[config.mk]
export PLATFORM = sky130hd
export DESIGN_NAME = crc32_bit_engine
export DESIGN_NICKNAME = d
export VERILOG_FILES = /design/src/rtl/crc32_pkg.sv /design/src/rtl/crc32_bit_engine.sv
export SDC_FILE = /design/constraint.sdc
export NUM_CORES = 1
export LEC_CHECK = 0
export ABC_AREA = 1
export CAP_MARGIN = 20
export CORE_ASPECT_RATIO = 1.1
export CORE_UTILIZATION = 38
export DETAILED_ROUTE_END_ITERATION = 8
export RECOVER_POWER = 100
export REMOVE_ABC_BUFFERS = 1
export SETUP_SLACK_MARGIN = 0.4
export SLEW_MARGIN = 10
export SYNTH_ARGS = -nofsm -noshare
export SYNTH_HDL_FRONTEND = slang
export SYNTH_SLANG_ARGS = --single-unit
[constraint.sdc]
create_clock -name clk -period 2 [get_ports clk]
set_input_delay 0.4 -clock clk [delete_from_list [all_inputs] [get_ports clk]]
set_output_delay 0.4 -clock clk [all_outputs]
set_load 0.1 [all_outputs]
[src/rtl/crc32_pkg.sv]
// -----------------------------------------------------------------------------
// crc32_pkg
//   Shared constants and types for the CRC-32 frame checker.
//   CRC32_POLY  : generator polynomial, x^32 term implicit
//   CRC32_INIT  : remainder preload at frame start
//   CRC32_CHECK : remainder that marks a good frame (payload + CRC bytes)
//   state_e     : frame FSM states
// -----------------------------------------------------------------------------
package crc32_pkg;

  localparam logic [31:0] CRC32_POLY  = 32'h04C11DB7;
  localparam logic [31:0] CRC32_INIT  = 32'hFFFFFFFF;
  localparam logic [31:0] CRC32_CHECK = 32'h00000000;

  typedef enum logic [1:0] {
    IDLE  = 2'd0,
    SHIFT = 2'd1,
    DONE  = 2'd2
  } state_e;

endpackage

[src/rtl/crc32_bit_engine.sv]
// -----------------------------------------------------------------------------
// crc32_bit_engine
//   Bit-serial CRC-32 LFSR. One message bit is folded in per enabled cycle:
//     r <= {r[30:0], b} ^ (POLY & {32{r[31]}})
//   The message bit enters at the LSB (no x^32 pre-multiplication), so a
//   frame that carries its own CRC in the last 32 bits leaves a zero remainder.
// Ports
//   clk    : system clock
//   reset  : synchronous active-high reset, remainder -> INIT
//   init   : reload INIT (priority over en)
//   en     : shift one bit this cycle
//   bit_in : message bit
//   rem    : current remainder
// -----------------------------------------------------------------------------
module crc32_bit_engine
  import crc32_pkg::*;
#(
  parameter logic [31:0] POLY = CRC32_POLY,
  parameter logic [31:0] INIT = CRC32_INIT
) (
  input  logic        clk,
  input  logic        reset,
  input  logic        init,
  input  logic        en,
  input  logic        bit_in,
  output logic [31:0] rem
);

  logic [31:0] rem_q;
  logic [31:0] rem_d;

  always_comb begin
    rem_d = rem_q;
    if (init) begin
      rem_d = INIT;
    end else if (en) begin
      rem_d = {rem_q[30:0], bit_in} ^ (POLY & {32{rem_q[31]}});
    end
  end

  always_ff @(posedge clk) begin
    if (reset) begin
      rem_q <= INIT;
    end else begin
      rem_q <= rem_d;
    end
  end

  assign rem = rem_q;

endmodule

After elaboration in Yosys (flattened, before gate mapping)
Cells that the tools add are included.
- bitwise gates (word level): 1
- reduce and logical (&&, ||, !) cells: 1
- operators by type and width (cell ; number):
    32-bit by 27-bit bitwise XOR with 32-bit output ; 1
    2-bit OR reduction ; 1
- word-level logic and storage cells: 3
- output and inout port bits: 32
- register bits: 32
- input bits: 5

Longest topological paths before layout
Gate-level depths: netlist of run 1.
- depth in word-level cells: 1
- depth in mapped cells: 6

Worst setup path before layout of run 1
OpenSTA, ideal clock, no wires.
- path kind: flip-flop to flip-flop
- start point: register rem_q[31], in the netlist rem[31]
- end point: register rem_q[10], in the netlist rem[10]
- library setup time: 0.113 ns
- setup slack: 0.332 ns
- period minus slack after synthesis: 1.668 ns
- buffers on the path: 1
- data arrival time: 1.556 ns
- cell stages (with the launch flop): 7
- cells stage by stage: dfxtp_1 > inv_2 > buf_6 > nand2_1 > nand2_1 > nand2_1 > nand2_1
- cells in the longest elaborated chain, start to end: 1
- RTL lines (what ; RTL line ; source):
    from (decl) ; crc32_bit_engine.sv:29 ; logic [31:0] rem_q;
    from (signal assigned) ; crc32_bit_engine.sv:45 ; rem_q <= rem_d;
    32-bit by 27-bit bitwise XOR with 32-bit output ; crc32_bit_engine.sv:37 ; rem_d = {rem_q[30:0], bit_in} ^ (POLY & {32{rem_q[31]}});
Every way passes these cells.
A chain may end at the register's enable or synchronous reset.

Worst setup path after layout of run 1
- start point: input port reset
- end point: register rem_q[3], in the netlist rem[3]
- cells in the longest elaborated chain, start to end: 1
- RTL lines (what ; RTL line ; source):
    from (decl) ; crc32_bit_engine.sv:22 ; input logic reset,
    2-bit OR reduction (no line) ; n/a ;
Every way passes these cells.

==> results of run 1 <==
-- logic make-up (layout without fill, tap and decap cells) --
kind of cell | after synthesis | in the layout | share of synthesized area [%]
simple gates | 139 | 139 | 39.79
compound gates | 7 | 7 | 3.681
flops | 32 | 32 | 44.87
buf+inv | 35 | 71 | 11.66
-- metrics by stage --
stage               hold WS [ps]  cell area (um2)  utilization [%]
floorplan                  503.1             1354                -
global placement           471.7             1739            47.96
detailed placement         472.8             1739            47.96
CTS                        486.5             1829            50.45
global route               505.2             1727            47.62
finish                     483.1             1727            47.62
-- final cells by class --
| cell class | count | area (um2) |
|---|---|---|
| Tap cell | 50 | 62.56 |
| Clock buffer | 8 | 90.09 |
| Multi-Input combinational cell | 146 | 595.6 |
| Sequential cell | 32 | 640.6 |
| Timing Repair Buffer | 39 | 245.2 |
| Inverter | 24 | 92.59 |
| Fill cell | 415 | 1899 |
-- power by group through the flow --
stage / Combinational, W / Clock (W) / Sequential (W)
after floorplan: 0.0000848 / 0 / 0.000888
after global placement: 0.000364 / 0 / 0.000701
after detailed placement: 0.000364 / 0 / 0.000701
after CTS: 0.000365 / 0.000525 / 0.000687
after global routing: 0.000366 / 0.000552 / 0.000690
final: 0.000341 / 0.000506 / 0.000686
-- critical path, stage by stage --
cell and delay, ps:
clkdlybuf4s50_1 390, nor2_1 540, buf_4 290, o211ai_1 100
-- worst max path at each step --
stage            start       to  slack (ps)
6_report         reset   rem[3]         420
3_3_place_gp     reset  rem[15]         420
5_1_grt          reset   rem[5]         310
3_5_place_dp     reset   rem[3]         410
4_1_cts        rem[31]  rem[31]         480
2_1_floorplan  rem[31]  rem[16]         190
-- placed cells by master (no fill, tap or decap), drive strengths merged --
cell,Yosys,routed
inv,24,24
clkdlybuf4s50,0,3
buf,10,5
dfxtp,32,32
nor2,29,29
clkbuf,1,39
nand2,99,99
o211ai,7,7
nand3,11,11
-- routing by layer --
| layer | global-route usage (%) | vias up |
|---|---|---|
| met5 | 0 | - |
| met4 | 9.375 | 0 |
| met3 | 5.675 | 4 |
| met2 | 24.18 | 36 |
| met1 | 21.71 | 559 |
| li1 | - | 706 |
==> metrics.md, run 1 <==
| Metric | Value |
|---|---|
| Die width | 60.44 um |
| Largest net degree at the start of global routing | 55 |
| Detailed Place HPWL | 1917 um |
| Routed wire per std cell | 9.977 um |
| RSZ-0062 raised after global routing | no |
| Area leader, netlist | dfxtp_1 |
| Critical Path Start Type | input pin |
| Count leader, synth | nand2_1 |
| Commonest cells in the synthesized netlist | nand2_1 (99), dfxtp_1 (32), inv_1 (22) |
| Sequential share of the synthesized area | 44.87% |
| Sw Share | 34.25% |
| Period utilization | 78.90% |
| Max Used Layer | met4 |
| Total CTS buffers | 5 |
| Distinct cells, synth | 14 |
| Logic pwr share | 22.2% |
| Layout cell share with drive strength beyond 1 | 18.88% |
| Final Net Count | 253 |
| VDD IR max | 440.6 uV |
| Relative slew slack | 54.63% |
| MaxCap Viol Count | 0 |
| Setup slack after layout | 422.1 ps |
| Seq cells post-synth | 32 |
| FF-to-FF setup slack | 800 ps |
| Hold path cells | 2 |
| Postcts setup bufs | 0 |
| Worst hold path class | flip-flop to flip-flop |
| R2R depth | 5 |
| Asr flop ratio synth | 0% |
| Top cells by area, synth | dfxtp_1 (45%), nand2_1 (26%), inv_1 (5.8%) |
| First-pass GRT wire length | 4871 um |
| Clk pwr share | 33.0% |
| Post-synth top area share | 44.87% |
| Worst hold path endpoint | rem[17] |
| Num ports | 37 |
| CTS Hold Bufs | 0 |
| Clk buf depth | 2 |
| Grt ovf | 0 |
| Top FF cell, synth | dfxtp_1 |
| Required time worst endpoint | 2150 ps |
| Pre-antenna DRT Iters | 4 |
| FF-to-FF End | rem[10] |
| # DRC | 0 |
| N_diodes | 0 |
| Synthesized area per cell | 6.702 um2 |
| Critical path peak fanout | 11 |
| Core ar. | 3626 um2 |
| Synthesis-to-finish area growth | 20.95% |
| Cells after DPL | 291 |
| Die height | 66.29 um |
| Final RePlAce weighted congestion | 0.7204 |
| Place WS | 407.4 ps |
| Power per cell area | 888.2 nW/um2 |
| Max Transition Viols Final | 0 |
| Vias | 1,305 |
| # port buffers | 36 |
| H-tree levels | 2 |
| Status | complete, no violations |
| Clock transition at path regs | 60 ps |
| Cell internal pwr | 0.001008 W |
| Total power | 0.001534 W |
| Post-synthesis instance area | 1428 um2 |
| Final antenna-violating net count | 0 |
| Routed vias/inst | 4.365 |
| Slew @ Worst Pin | 678.1 ps |
| Clock Sink Count | 32 |
| Setup TNS Final | 0 ps |
| Initial Util | 39.37% |
| Cell count after synthesis | 213 |
| Critical Path Sink Type | flip-flop |
| Met1 WL | 1468 um |
| WP data arrival | 1730 ps |
| Post-CTS resize count | 0 |
| Tmin final | 1578 ps |
| Final wirelength | 2983 um |
| Worst-Skew Late Latency | 280 ps |
| Fmax | 633.7 MHz |
| Sequential Power Share | 44.8% |
| Initial antenna violation count | 0 |
| Finished Layout Cells | 299 |
| Max reg flops | 32 |
| Hold path start | rem[17] |
| WL met2 | 1282 um |
| Final setup viols | 0 |
| P_leak | 1.002 nW |
| 1st-iter DRT viols | 107 |
| WS Path Type | input pin to flip-flop |
| Num rows | 23 |
| FF-to-FF Start | rem[31] |
| Vias in the first global route | 1,082 |
| Sw power | 0.0005252 W |
| Routed met3 length | 175 um |
| Setup Skew | 5.815 ps |
| Die area | 4006 um2 |
| Total track usage | 16.86% |
| Syn. warnings | 0 |
| CTS Root Cell | clkbuf_8 |
| CTS tree | yes |
| Fin. Hold Viols | 0 |
| Post-synth EDFFs | 0 |
Power figures use the tool's default switching activity.
==> inputs of run 2 (changes only) <==
- clock period: 2 -> 1.6 ns (I/O delays scaled with it)
==> metrics.md, run 2 (synthesis results as in run 1) <==
| Metric | Value |
|---|---|
| Status | complete, no violations |
| Num ports | 37 |
| Die width | 60.44 um |
| Synthesis-to-finish area growth | 60.65% |
| Relative slew slack | 73.27% |
| Detailed Place HPWL | 2050 um |
| CTS tree | yes |
| Post-DP Area | 2150 um2 |
| Cell internal pwr | 0.001568 W |
| Total power | 0.002260 W |
| First-pass GRT wire length | 5430 um |
| Critical path peak fanout | 9 |
| Setup TNS Final | 0 ps |
| Largest net degree at the start of global routing | 30 |
| Total track usage | 18.47% |
| Period utilization | 80.86% |
| Worst hold path class | input pin to flip-flop |
| 1st-iter DRT viols | 31 |
| Grt ovf | 0 |
| Max reg flops | 32 |
| Clock Sink Count | 32 |
| Final Core Density | 63.25% |
| Max Transition Viols Final | 0 |
| Clock transition at path regs | 70 ps |
| Slew @ Worst Pin | 401.0 ps |
| Total CTS buffers | 5 |
| Initial antenna violation count | 0 |
| Sw Share | 30.62% |
| # port buffers | 36 |
| Initial Util | 39.37% |
| Pre-antenna DRT Iters | 4 |
| Final RePlAce weighted congestion | 0.7774 |
| Power per cell area | 985.3 nW/um2 |
| Worst hold margin | 417.8 ps |
| Core ar. | 3626 um2 |
| CTS Root Cell | clkbuf_8 |
| WS Path Type | input pin to flip-flop |
| Critical Path Sink Type | flip-flop |
| # DRC | 0 |
| Final setup viols | 0 |
| H-tree levels | 2 |
| Vias | 1,313 |
| Sequential Power Share | 39.0% |
| Vias in the first global route | 1,228 |
| P_leak | 1.222 nW |
| Routed vias/inst | 4.348 |
| Most frequent cells in the layout | nand2_1 (99), buf_12 (33), dfxtp_2 (31) |
| Postcts setup bufs | 0 |
| Required time worst endpoint | 1740 ps |
| Num rows | 23 |
| Commonest non-fill, non-tap cell in the layout | nand2_1 |
| WP data arrival | 1430 ps |
| Critical Path Start Type | input pin |
| Tmin final | 1294 ps |
| Logic pwr share | 23.6% |
| Die area | 4006 um2 |
| Post-Layout Inst Area | 2293 um2 |
| Final wirelength | 3067 um |
| N_diodes | 0 |
| Fmax | 772.9 MHz |
| Fin. Hold Viols | 0 |
| CTS Hold Bufs | 0 |
| Clk buf depth | 2 |
| Final Net Count | 256 |
| Layout cell share with drive strength beyond 1 | 32.94% |
| Die height | 66.29 um |
| MaxCap Viol Count | 0 |
| Final antenna-violating net count | 0 |
| Setup Skew | 3.324 ps |
| Sw power | 0.0006919 W |
| Clk pwr share | 37.4% |
| Worst-Skew Late Latency | 280 ps |
| VDD IR max | 580.8 uV |
| RSZ-0062 raised after global routing | no |
| Routed wire per std cell | 10.16 um |
[run 2: area by class of cell]
class,instances,area [um2]
clock buffer,7,96.34
inverter,24,92.59
timing repair buffer,42,725.7
fill,326,1333
clock inverter,1,30.03
multi-input combinational,146,603.1
tap,50,62.56
sequential,32,683.2
[run 2: routing by layer]
metal  vias to the layer above  routed length (um)  track usage [%]
met3                         2                 131            5.284
li1                        713                   -                -
met2                        30                1426            30.08
met1                       568                1481            22.73
met5                         -                   0                0
met4                         0                  27            6.818
[run 2: per-stage QoR]
step	instances	setup WS (ps)
floorplan	202	-212.9
global placement	294	263.6
detailed placement	294	237.6
CTS	302	399.8
global route	302	214.4
finish	302	306.2
[run 2: critical path: stages]
cell and delay [ps]:
clkdlybuf4s50_1 440, nor2_4 160, clkbuf_1 350, o211ai_1 160
[run 2: path summary, 6_finish.rpt]
kind         startpoint       to  slack (ps)  depth (start not counted)
max               reset   rem[6]         310                          4
min                  en  rem[22]         420                          3
max reg2reg     rem[31]  rem[23]         680                          5
min reg2reg     rem[27]  rem[27]         490                          2
[run 2: repair_timing]
action / CTS / global route
gates resized for setup: 28 / 5
setup endpoints to repair: 28 / 5
endpoints found under the hold margin: 0 / 0
[run 2: power by group through the flow]
stage / combinational (W) / sequential (W) / clock (W)
floorplan: 0.000106 / 0.00111 / 0
global placement: 0.000539 / 0.000893 / 0
finish: 0.000534 / 0.000880 / 0.000845
global route: 0.000568 / 0.000885 / 0.000903
detailed placement: 0.000541 / 0.000892 / 0
CTS: 0.000544 / 0.000881 / 0.000866
